===== config.mk =====
export PLATFORM = sky130hd
export DESIGN_NAME = uncache_store_buffer
export DESIGN_NICKNAME = d
export VERILOG_FILES = /design/src/rtl/uncache_store_buffer.sv
export SDC_FILE = /design/constraint.sdc
export NUM_CORES = 1
export LEC_CHECK = 0
export ABC_CLOCK_PERIOD_IN_PS = 4650
export CORE_MARGIN = 2
export CORE_UTILIZATION = 29
export CTS_BUF_LIST = sky130_fd_sc_hd__clkbuf_2
export DETAILED_ROUTE_END_ITERATION = 10
export GPL_TIMING_DRIVEN = 0
export MAX_ROUTING_LAYER = met4
export PLACE_DENSITY = 0.55
export SLEW_MARGIN = 20
export SYNTH_ARGS = -nofsm -noshare
export SYNTH_HDL_FRONTEND = slang
export SYNTH_SLANG_ARGS = --single-unit

===== constraint.sdc =====
create_clock -name clk -period 4.65 [get_ports clk]
set_input_delay 0.6975 -clock clk [delete_from_list [all_inputs] [get_ports clk]]
set_output_delay 0.6975 -clock clk [all_outputs]
set_load 0.1 [all_outputs]

===== src/rtl/uncache_store_buffer.sv =====
// Store buffer in front of the uncached AXI port: queues uncached stores, drains them
// one at a time, and holds uncached loads until every older store has completed.
module uncache_store_buffer #(
    parameter int DEPTH = 4
) (
    input  logic        clk,
    input  logic        resetn,
    input  logic        st_req,
    input  logic [31:0] st_addr,
    input  logic [2:0]  st_size,
    input  logic [3:0]  st_wstrb,
    input  logic [31:0] st_data,
    output logic        st_ready,
    input  logic        ld_req,
    input  logic [31:0] ld_addr,
    input  logic [2:0]  ld_size,
    output logic        ld_rdy,
    output logic        ld_ret_valid,
    output logic [31:0] ld_ret_data,
    output logic        uncache_wr_req,
    output logic [31:0] uncache_wr_addr,
    output logic [2:0]  uncache_wr_size,
    output logic [3:0]  uncache_wr_wstrb,
    output logic [31:0] uncache_wr_data,
    input  logic        uncache_wr_rdy,
    input  logic        uncache_wr_bvalid,
    output logic        uncache_rd_req,
    output logic [31:0] uncache_rd_addr,
    output logic [2:0]  uncache_rd_size,
    input  logic        uncache_rd_rdy,
    input  logic        uncache_ret_valid,
    input  logic [31:0] uncache_ret_data,
    output logic        sb_empty
);
    localparam int PTR_W = $clog2(DEPTH);
    localparam logic [PTR_W:0]   FULL_COUNT = (PTR_W+1)'(DEPTH);
    localparam logic [PTR_W:0]   CNT_ONE    = (PTR_W+1)'(1);
    localparam logic [PTR_W-1:0] PTR_ONE    = (PTR_W)'(1);

    typedef enum logic [1:0] {W_IDLE, W_ADDR, W_RESP} wstate_t;

    wstate_t          state_reg, state_next;
    logic [PTR_W-1:0] wr_ptr_reg, rd_ptr_reg;
    logic [PTR_W:0]   count_reg, count_next;
    logic             ld_pending_reg;
    logic             push, pop, ld_go;

    logic [31:0] addr_mem  [DEPTH];
    logic [2:0]  size_mem  [DEPTH];
    logic [3:0]  wstrb_mem [DEPTH];
    logic [31:0] data_mem  [DEPTH];

    assign st_ready = (count_reg != FULL_COUNT);
    assign push     = st_req && st_ready;
    assign pop      = (state_reg == W_RESP) && uncache_wr_bvalid;
    assign sb_empty = (count_reg == '0) && (state_reg == W_IDLE);

    // Head fields stay on the bus through W_RESP because wstrb is sampled in the data phase.
    assign uncache_wr_req   = (state_reg == W_ADDR);
    assign uncache_wr_addr  = addr_mem[rd_ptr_reg];
    assign uncache_wr_size  = size_mem[rd_ptr_reg];
    assign uncache_wr_wstrb = wstrb_mem[rd_ptr_reg];
    assign uncache_wr_data  = data_mem[rd_ptr_reg];

    assign ld_go           = ld_req && sb_empty && !ld_pending_reg;
    assign uncache_rd_req  = ld_go;
    assign uncache_rd_addr = ld_addr;
    assign uncache_rd_size = ld_size;
    assign ld_rdy          = ld_go && uncache_rd_rdy;
    assign ld_ret_valid    = uncache_ret_valid;
    assign ld_ret_data     = uncache_ret_data;

    always_ff @(posedge clk) begin
        if (push) begin
            addr_mem[wr_ptr_reg]  <= st_addr;
            size_mem[wr_ptr_reg]  <= st_size;
            wstrb_mem[wr_ptr_reg] <= st_wstrb;
            data_mem[wr_ptr_reg]  <= st_data;
        end
    end

    always_comb begin
        count_next = count_reg;
        case ({push, pop})
            2'b10:   count_next = count_reg + CNT_ONE;
            2'b01:   count_next = count_reg - CNT_ONE;
            default: count_next = count_reg;
        endcase
    end

    always_comb begin
        state_next = state_reg;
        case (state_reg)
            W_IDLE: if (count_reg != '0) state_next = W_ADDR;
            W_ADDR: if (uncache_wr_rdy) state_next = W_RESP;
            // A response is only honoured here, never in the cycle the address is accepted.
            W_RESP: if (uncache_wr_bvalid) state_next = (count_next != '0) ? W_ADDR : W_IDLE;
            default: state_next = W_IDLE;
        endcase
    end

    always_ff @(posedge clk or negedge resetn) begin
        if (!resetn) begin
            state_reg      <= W_IDLE;
            wr_ptr_reg     <= '0;
            rd_ptr_reg     <= '0;
            count_reg      <= '0;
            ld_pending_reg <= 1'b0;
        end else begin
            state_reg <= state_next;
            count_reg <= count_next;
            if (push) wr_ptr_reg <= wr_ptr_reg + PTR_ONE;
            if (pop)  rd_ptr_reg <= rd_ptr_reg + PTR_ONE;
            if (ld_rdy)
                ld_pending_reg <= 1'b1;
            else if (uncache_ret_valid)
                ld_pending_reg <= 1'b0;
        end
    end
endmodule


==> reports/metrics.csv, run 1 <==
metric,value,unit
status,"complete, no violations",
drtAntennaViolNets,0,
netlist-cell-type-count,24,
fin_crit,4.287,ns
timing.hold.worst.class,input pin to register,
setup_slack,0.3625,ns
crit_path_top_delay_cell,sky130_fd_sc_hd__dlygate4sd2_1,
clk_pin_slew,0.10,ns
synth-seq-cells,294,
yosysTopAreaCell,sky130_fd_sc_hd__edfxtp_1,
timing.fmax,0.2332,GHz
commonest_cells_after_routing_fill_and_taps_aside,"sky130_fd_sc_hd__edfxtp_1, sky130_fd_sc_hd__clkdlybuf4s50_1, sky130_fd_sc_hd__clkbuf_2, sky130_fd_sc_hd__mux4_2, sky130_fd_sc_hd__buf_4",
vias_in_the_first_global_route,6461,
netlist.area_leader.share,75.52,%
drive_gt1_share,38.24,%
grt_first_pass_wirelength,36960,um
max_cap_viol_count,0,
max-clock-path-buffers,3,
layout_top_registers,"addr_mem (128), data_mem (128), wstrb_mem (16)",
detail_route.first_pass.iterations,4,
cts.root.buffer_cell,sky130_fd_sc_hd__clkbuf_2,
hold_violations,0,
grt_antenna_before_repair,2,
grt_setup_unrepaired,no,
final_nets,955,
gp_congestion,0.7219,
grt_overflow,0,
die_w,201.3,um
htree_levels,3,
synth_sequential_area_ratio,77.73,%
finalClockSkew,0.08746,ns
drt_iter0_drc,320,
area_growth,32.57,%
mappedNetlistArea,11290,um^2
crit_path_max_fanout,10,
synthesis.area_per_instance,23.00,um^2
postCtsSetupRepairBufs,0,
postSynthCellCount,491,
start_util,29.29,%
detail_route.wl_per_cell,17.62,um
remaining_drc_errors,0,
met2_length,12050,um
timing.critical_path.from_type,register,
tritoncts.num_buffers,81,
pre_cts_ws,0.7533,ns
synth.top_cells.by_area,"sky130_fd_sc_hd__edfxtp_1, sky130_fd_sc_hd__mux4_2, sky130_fd_sc_hd__buf_4",
min_period_over_period,92.20,%
dr.max_layer_used,met4,
drt-total-wl,24370,um
end_kind,output port,
die_area,40540,um^2
required_time_of_the_critical_path,3.95,ns
critical-path-max-stage-delay,0.85,ns
std_cell_rows,72,
groute.usage.overall,12.52,%
synthesis.yosys.warnings,0,
vias_post_dr,5911,
cts_sinks,294,
max-slew-margin-rel,28.47,%
finalSetupViolCount,0,
portBuffers,222,
grt_start_max_net_pins,40,
viasPerCell,4.274,
number_of_top_level_pins,290,
wl_met3,2134,um
worst_pin_slew,1.070,ns
core,38560,um^2
routedLengthMet1,9524,um
insertion_delay,0.92,ns
commonest_non_fill_non_tap_cell_in_the_layout,sky130_fd_sc_hd__edfxtp_1,
worstPathCellList,clkbuf_1 > clkbuf_1 > mux4_2 > dlygate4sd2_1,
synth_fp_nets,643,
layout.filler_cells,3627,
fin_setup_tns,0,ns
critical-path-top-cell-by-count,sky130_fd_sc_hd__clkbuf_1,
category_of_the_most_critical_setup_path,register to output port,
critPathArrivalTime,3.59,ns
drv_slew,0,
finish.utilization,38.83,%
cts_tree,built,
post-dp-hpwl,15380,um
overall_die_height,201.3,um
## area by class of cell
cell class              count  area (um^2)  share of cell area, %
diodes                      2        5.005                0.03343
plain buffers              84        581.8                  3.886
clock buffers             107        535.5                  3.577
clock inverters            36        250.2                  1.671
inverters                   5        18.77                 0.1254
multi-input cells         108         1934                  12.92
flip-flops and latches    294         8778                  58.63
well taps                 518        648.1                  4.329
repair buffers            229         2220                  14.83
## synth_stat cells (all sizes together)
library cell,instances
dfrtp,10
buf,77
nor2,5
o211ai,1
clkbuf,7
xor2,2
o31a,1
and2,1
inv,5
nand2,4
xnor2,4
ha,5
fa,1
mux2,2
and3,5
o31ai,2
or4,1
a21o,1
a22oi,1
edfxtp,284
nor4b,1
mux4,71
## stage by stage
step	hold WS [ns]	area, um^2	cells
6_report	0.3988	14970	1383
5_1_grt	0.2554	14970	1383
4_1_cts	0.2214	15080	1381
3_5_place_dp	0.5179	14320	1237
3_3_place_gp	0.5181	14160	1231
2_1_floorplan	0.4019	11290	491
## kinds of logic (layout without fill, tap and decap cells)
kind of cell	count (synthesis)	in the layout	synth area share (%)
AO/OA/AOI/OAI	6	6	0.4210
XOR/XNOR	6	6	0.4653
adder cells (fa/ha/maj)	6	6	0.7312
buffers and inverters	89	461	5.318
flip-flops	294	294	77.73
multiplexers	73	73	14.36
other	0	2	0
AND/OR/NAND/NOR	17	17	0.9749
## critical path: cells and delay by family, from the launching register on
kind | cells | cell delay, ns
multiplexers | 1 | 0.32
buffers and inverters | 3 | 2.03
flip-flops | 1 | 0.34
## routing by layer
metal / GRT usage (%) / vias up
li1: - / 2626
met1: 13.65 / 2969
met2: 20.09 / 267
met3: 4.827 / 49
met4: 6.092 / 0
met5: - / -
## final timing paths
path / slack, ns / endpoint / cells after the start / start
setup / recovery: 0.36 / uncache_wr_data[4] / 4 / rd_ptr_reg[1]$_DFFE_PN0P_
hold / removal: 0.40 / state_reg[1]$_DFFE_PN0P_ / 3 / uncache_wr_rdy
setup reg to reg: 2.33 / state_reg[0]$_DFFE_PN0P_ / 9 / count_reg[0]$_DFF_PN0_
hold reg to reg: 0.53 / count_reg[2]$_DFF_PN0_ / 1 / count_reg[2]$_DFF_PN0_
max in group asynchronous: 3.58 / wr_ptr_reg[1]$_DFFE_PN0P_ / 2 / resetn
min in group asynchronous: 0.68 / rd_ptr_reg[0]$_DFFE_PN0P_ / 2 / resetn
## timing repair
| item | CTS | global route |
|---|---|---|
| hold endpoints to repair | 7 | 0 |
| gates resized for setup | 101 | 71 |
| endpoints found under the setup margin | 63 | 50 |
| hold buffers | 1 | 0 |
Power of run 1 is not shown: default switching activity piles up to over one toggle a cycle in this logic, so the estimate is an artifact.
==> run 2: changes to the inputs <==
- SLEW_MARGIN: 20 -> 0
==> reports/metrics.csv, run 2 (synthesized netlist as in run 1, its figures left out) <==
metric,value,unit,change
status,"complete, no violations",,
detail_route.first_pass.iterations,6,,+2
area_growth,32.38,%,
setup_slack,0.3583,ns,-0.004225 ns
groute.usage.overall,12.42,%,-0.10 points
timing.fmax,0.2330,GHz,about the same
final_nets,952,,-0.31%
cts_sinks,294,,unchanged
grt_overflow,0,,unchanged
commonest_cells_after_routing_fill_and_taps_aside,"sky130_fd_sc_hd__edfxtp_1, sky130_fd_sc_hd__clkdlybuf4s50_1, sky130_fd_sc_hd__clkbuf_2, sky130_fd_sc_hd__mux4_2, sky130_fd_sc_hd__buf_4",,
crit_path_max_fanout,10,,unchanged
gp_congestion,0.7219,,unchanged
drt_iter0_drc,303,,-5.3%
worst_pin_slew,1.061,ns,-0.008951 ns
category_of_the_most_critical_setup_path,register to output port,,
die_area,40540,um^2,unchanged
hold_ws,0.3890,ns,-0.009794 ns
std_cell_rows,72,,unchanged
required_time_of_the_critical_path,3.95,ns,about the same
start_util,29.29,%,unchanged
drive_gt1_share,33.76,%,-4.5 points
core,38560,um^2,unchanged
grt_antenna_before_repair,3,,+1
viasPerCell,4.218,,-1.3%
tritoncts.num_buffers,80,,-1.2%
critPathArrivalTime,3.59,ns,about the same
finalClockSkew,0.07099,ns,-0.01647 ns
worst_r2r_path_depth,9,,unchanged
cts.root.buffer_cell,sky130_fd_sc_hd__clkbuf_2,,
final_cell_count_no_fill,1371,,-0.87%
overall_die_height,201.3,um,unchanged
postCtsSetupRepairBufs,0,,unchanged
r2r_start,count_reg[0]$_DFF_PN0_,,
finalSetupViolCount,0,,unchanged
number_of_top_level_pins,290,,unchanged
hold_violations,0,,unchanged
placed_cells_incl_taps,1235,,-0.16%
drtAntennaViolNets,0,,unchanged
fin_crit,4.292,ns,+0.004225 ns
detail_route.wl_per_cell,17.63,um,about the same
max-clock-path-buffers,3,,unchanged
die_w,201.3,um,unchanged
critical_path.endpoint,uncache_wr_data[5],,
post-dp-hpwl,14970,um,-2.7%
drv_slew,0,,unchanged
timing.hold.worst.class,input pin to register,,
setup.worst_path.start,rd_ptr_reg[1]$_DFFE_PN0P_,,
cts_tree,built,,
grt_first_pass_wirelength,36820,um,-0.37%
commonest_non_fill_non_tap_cell_in_the_layout,sky130_fd_sc_hd__edfxtp_1,,
grt_setup_unrepaired,no,,
min_period_over_period,92.29,%,about the same
vias_post_dr,5783,,-2.2%
worstReg2RegEnd,state_reg[0]$_DFFE_PN0P_,,
insertion_delay,0.90,ns,-0.02 ns
timing.critical_path.from_type,register,,
max_cap_viol_count,0,,unchanged
layout_top_registers,"addr_mem (128), data_mem (128), wstrb_mem (16)",,
clk_pin_slew,0.11,ns,about the same
vias_in_the_first_global_route,6381,,-1.2%
portBuffers,222,,unchanged
htree_levels,3,,unchanged
ff2ff_setup_slack,2.37,ns,+0.04 ns
drt-total-wl,24170,um,-0.83%
end_kind,output port,,
pre_cts_ws,0.7523,ns,-0.001009 ns
remaining_drc_errors,0,,unchanged
grt_start_max_net_pins,49,,+23%
max-slew-margin-rel,29.07,%,+0.60 points
fin_setup_tns,0,ns,unchanged
==> run 2: worst min-delay path by stage <==
stage / from / endpoint / cells after the start
floorplan: resetn / count_reg[0]$_DFF_PN0_ / 0
global placement: count_reg[2]$_DFF_PN0_ / count_reg[2]$_DFF_PN0_ / 1
detailed placement: count_reg[2]$_DFF_PN0_ / count_reg[2]$_DFF_PN0_ / 1
CTS: uncache_wr_rdy / state_reg[1]$_DFFE_PN0P_ / 3
global route: uncache_wr_rdy / state_reg[1]$_DFFE_PN0P_ / 3
finish: uncache_wr_rdy / state_reg[1]$_DFFE_PN0P_ / 3
==> run 2: final cells by class <==
class	instances	area, um^2
fill	3620	23610
timing repair buffer	227	2287
antenna	3	7.507
multi-input combinational	108	1934
sequential	294	8778
inverter	5	18.77
buffer	84	581.8
clock inverter	20	133.9
clock buffer	112	560.5
tap	518	648.1
==> run 2: routing by layer <==
layer	vias up	track usage (%)	routed length, um
met1	2879	13.60	9545
met5	-	-	0
met4	0	5.699	537
li1	2615	-	-
met3	43	4.746	2017
met2	246	20.04	12070
==> run 2: critical path, stage by stage, from the launching register on <==
cell,delay [ns]
sky130_fd_sc_hd__dfrtp_1,0.34
sky130_fd_sc_hd__clkbuf_1,0.58
sky130_fd_sc_hd__clkbuf_1,0.60
sky130_fd_sc_hd__mux4_2,0.33
sky130_fd_sc_hd__dlygate4sd2_1,0.88
==> run 2: through the flow <==
step	utilization, %	cell area [um^2]
2_1_floorplan	-	11290
3_3_place_gp	36.73	14160
3_5_place_dp	37.07	14290
4_1_cts	38.77	14950
5_1_grt	38.78	14950
6_report	38.78	14950
==> run 2: timing repair <==
| item | 4_1_cts | 5_1_grt |
|---|---|---|
| gates resized for setup | 78 | 6 |
| endpoints found under the setup margin | 59 | 6 |
| hold endpoints to repair | 7 | 0 |
| hold buffers | 1 | 0 |
Power of run 2 is left out for the same reason.
==> run 3: changes to the inputs <==
- HOLD_SLACK_MARGIN: not set -> 0.03
- SKIP_LAST_GASP: not set -> 1
==> reports/metrics.csv, run 3 (synthesized netlist as in run 1, its figures left out) <==
metric,value,unit,change
status,"complete, no violations",,
dpl-instance-area,14290,um^2,unchanged
grt_antenna_before_repair,3,,unchanged
clk_pin_slew,0.11,ns,about the same
timing.critical_path.from_type,register,,
finalSetupViolCount,0,,unchanged
cts.root.buffer_cell,sky130_fd_sc_hd__clkbuf_2,,
layout_top_registers,"addr_mem (128), data_mem (128), wstrb_mem (16)",,
commonest_non_fill_non_tap_cell_in_the_layout,sky130_fd_sc_hd__edfxtp_1,,
min_period_over_period,92.29,%,unchanged
drtAntennaViolNets,0,,unchanged
number_of_top_level_pins,290,,unchanged
drv_slew,0,,unchanged
drive_gt1_share,33.65,%,-0.12 points
vias_post_dr,5783,,unchanged
worstPathCellList,clkbuf_1 > clkbuf_1 > mux4_2 > dlygate4sd2_1,,
crit_path_max_fanout,10,,unchanged
hold_violations,0,,unchanged
std_cell_rows,72,,unchanged
remaining_drc_errors,0,,unchanged
cts_tree,built,,
timing.fmax,0.2330,GHz,unchanged
start_util,29.29,%,unchanged
end_kind,output port,,
layout.filler_cells,3621,,+0.028%
max-clock-path-buffers,3,,unchanged
layout.cell_area.non_filler,14950,um^2,about the same
detail_route.first_pass.iterations,6,,unchanged
critPathArrivalTime,3.59,ns,about the same
postCtsSetupRepairBufs,0,,unchanged
grt_start_max_net_pins,49,,unchanged
drt-total-wl,24170,um,unchanged
max-slew-margin-rel,29.07,%,unchanged
drt_iter0_drc,303,,unchanged
grt_first_pass_wirelength,36820,um,unchanged
critical-path-top-cell-by-count,sky130_fd_sc_hd__clkbuf_1,,
grt_overflow,0,,unchanged
area_growth,32.37,%,about the same
htree_levels,3,,unchanged
die_w,201.3,um,unchanged
post-dp-hpwl,14970,um,unchanged
finalClockSkew,0.07099,ns,unchanged
die_area,40540,um^2,unchanged
grt_setup_unrepaired,yes,,
insertion_delay,0.90,ns,about the same
met3_usage,4.746,%,unchanged
viasPerCell,4.218,,unchanged
grt-busiest-layer,met2,,
placed_cells_incl_taps,1235,,unchanged
gp_congestion,0.7219,,unchanged
detail_route.wl_per_cell,17.63,um,unchanged
category_of_the_most_critical_setup_path,register to output port,,
commonest_cells_after_routing_fill_and_taps_aside,"sky130_fd_sc_hd__edfxtp_1, sky130_fd_sc_hd__clkdlybuf4s50_1, sky130_fd_sc_hd__clkbuf_2, sky130_fd_sc_hd__mux4_2, sky130_fd_sc_hd__buf_4",,
tritoncts.num_buffers,80,,unchanged
critical-path-max-stage-delay,0.88,ns,about the same
core,38560,um^2,unchanged
worst_pin_slew,1.061,ns,unchanged
multi_input_comb_area,1934,um^2,unchanged
grtUsageMet2,20.04,%,unchanged
timing.hold.worst.class,input pin to register,,
max_cap_viol_count,0,,unchanged
crit_path_top_delay_cell,sky130_fd_sc_hd__dlygate4sd2_1,,
required_time_of_the_critical_path,3.95,ns,about the same
final_nets,952,,unchanged
groute.usage.overall,12.42,%,unchanged
grtUsageMet1,13.60,%,unchanged
final_cell_count_no_fill,1371,,unchanged
overall_die_height,201.3,um,unchanged
cts_sinks,294,,unchanged
final-seq-area,8778,um^2,unchanged
vias_in_the_first_global_route,6381,,unchanged
fin_crit,4.292,ns,unchanged
portBuffers,222,,unchanged
run 3: cell count changes in the layout (fill, tap and decap cells not counted):
cell / delta
sky130_fd_sc_hd__clkdlybuf4s15_1: +1
sky130_fd_sc_hd__clkdlybuf4s15_2: -1
run 3: repair_timing:
| action | 4_1_cts | 5_1_grt |
|---|---|---|
| gates resized for setup | 76 | 7 |
| setup endpoints to repair | 59 | 7 |
| hold endpoints to repair | 10 | 0 |
| hold buffers | 1 | 0 |
run 3: final cells by class:
class                           count  area share, %
Tap cell                          518          4.335
Antenna cell                        3        0.05022
Buffer                             84          3.892
Sequential cell                   294          58.72
Clock inverter                     20         0.8955
Inverter                            5         0.1255
Clock buffer                      112          3.750
Timing Repair Buffer              227          15.29
Multi-Input combinational cell    108          12.94
run 3: path summary, 6_finish.rpt:
check	start	endpoint	slack [ns]	cells past startpoint
max	rd_ptr_reg[1]$_DFFE_PN0P_	uncache_wr_data[5]	0.36	4
min	uncache_wr_rdy	state_reg[1]$_DFFE_PN0P_	0.39	3
max reg2reg	count_reg[0]$_DFF_PN0_	state_reg[0]$_DFFE_PN0P_	2.37	9
min reg2reg	ld_pending_reg$_DFFE_PN0P_	ld_pending_reg$_DFFE_PN0P_	0.56	1
max in group asynchronous	resetn	rd_ptr_reg[1]$_DFFE_PN0P_	3.60	2
min in group asynchronous	resetn	ld_pending_reg$_DFFE_PN0P_	0.67	2
run 3: per-stage QoR:
stage / hold slack [ns] / worst slack (ns) / util [%] / TNS (ns)
after CTS: 0.1694 / -0.05039 / 38.76 / -0.05039
after global routing: 0.2312 / -0.01370 / 38.77 / -0.01370
after detailed placement: 0.5187 / 0.7523 / 37.07 / 0
after floorplan: 0.4019 / 1.169 / - / 0
after global placement: 0.5181 / -0.4115 / 36.73 / -107.34
final: 0.3890 / 0.3583 / 38.77 / 0
run 3: per-layer routing:
layer	wire, um	share of wire (%)	up-vias
li1	-	-	2615
met1	9545	39	2879
met2	12070	50	246
met3	2017	8.3	43
met4	537	2.2	0
met5	0	0	-
run 3: worst max-delay path, delay by kind of cell (launching register included):
family / cells / cell delay (ns)
buffers and inverters: 3 / 2.06
DFF: 1 / 0.34
muxes: 1 / 0.33
Power of run 3 is left out for the same reason.
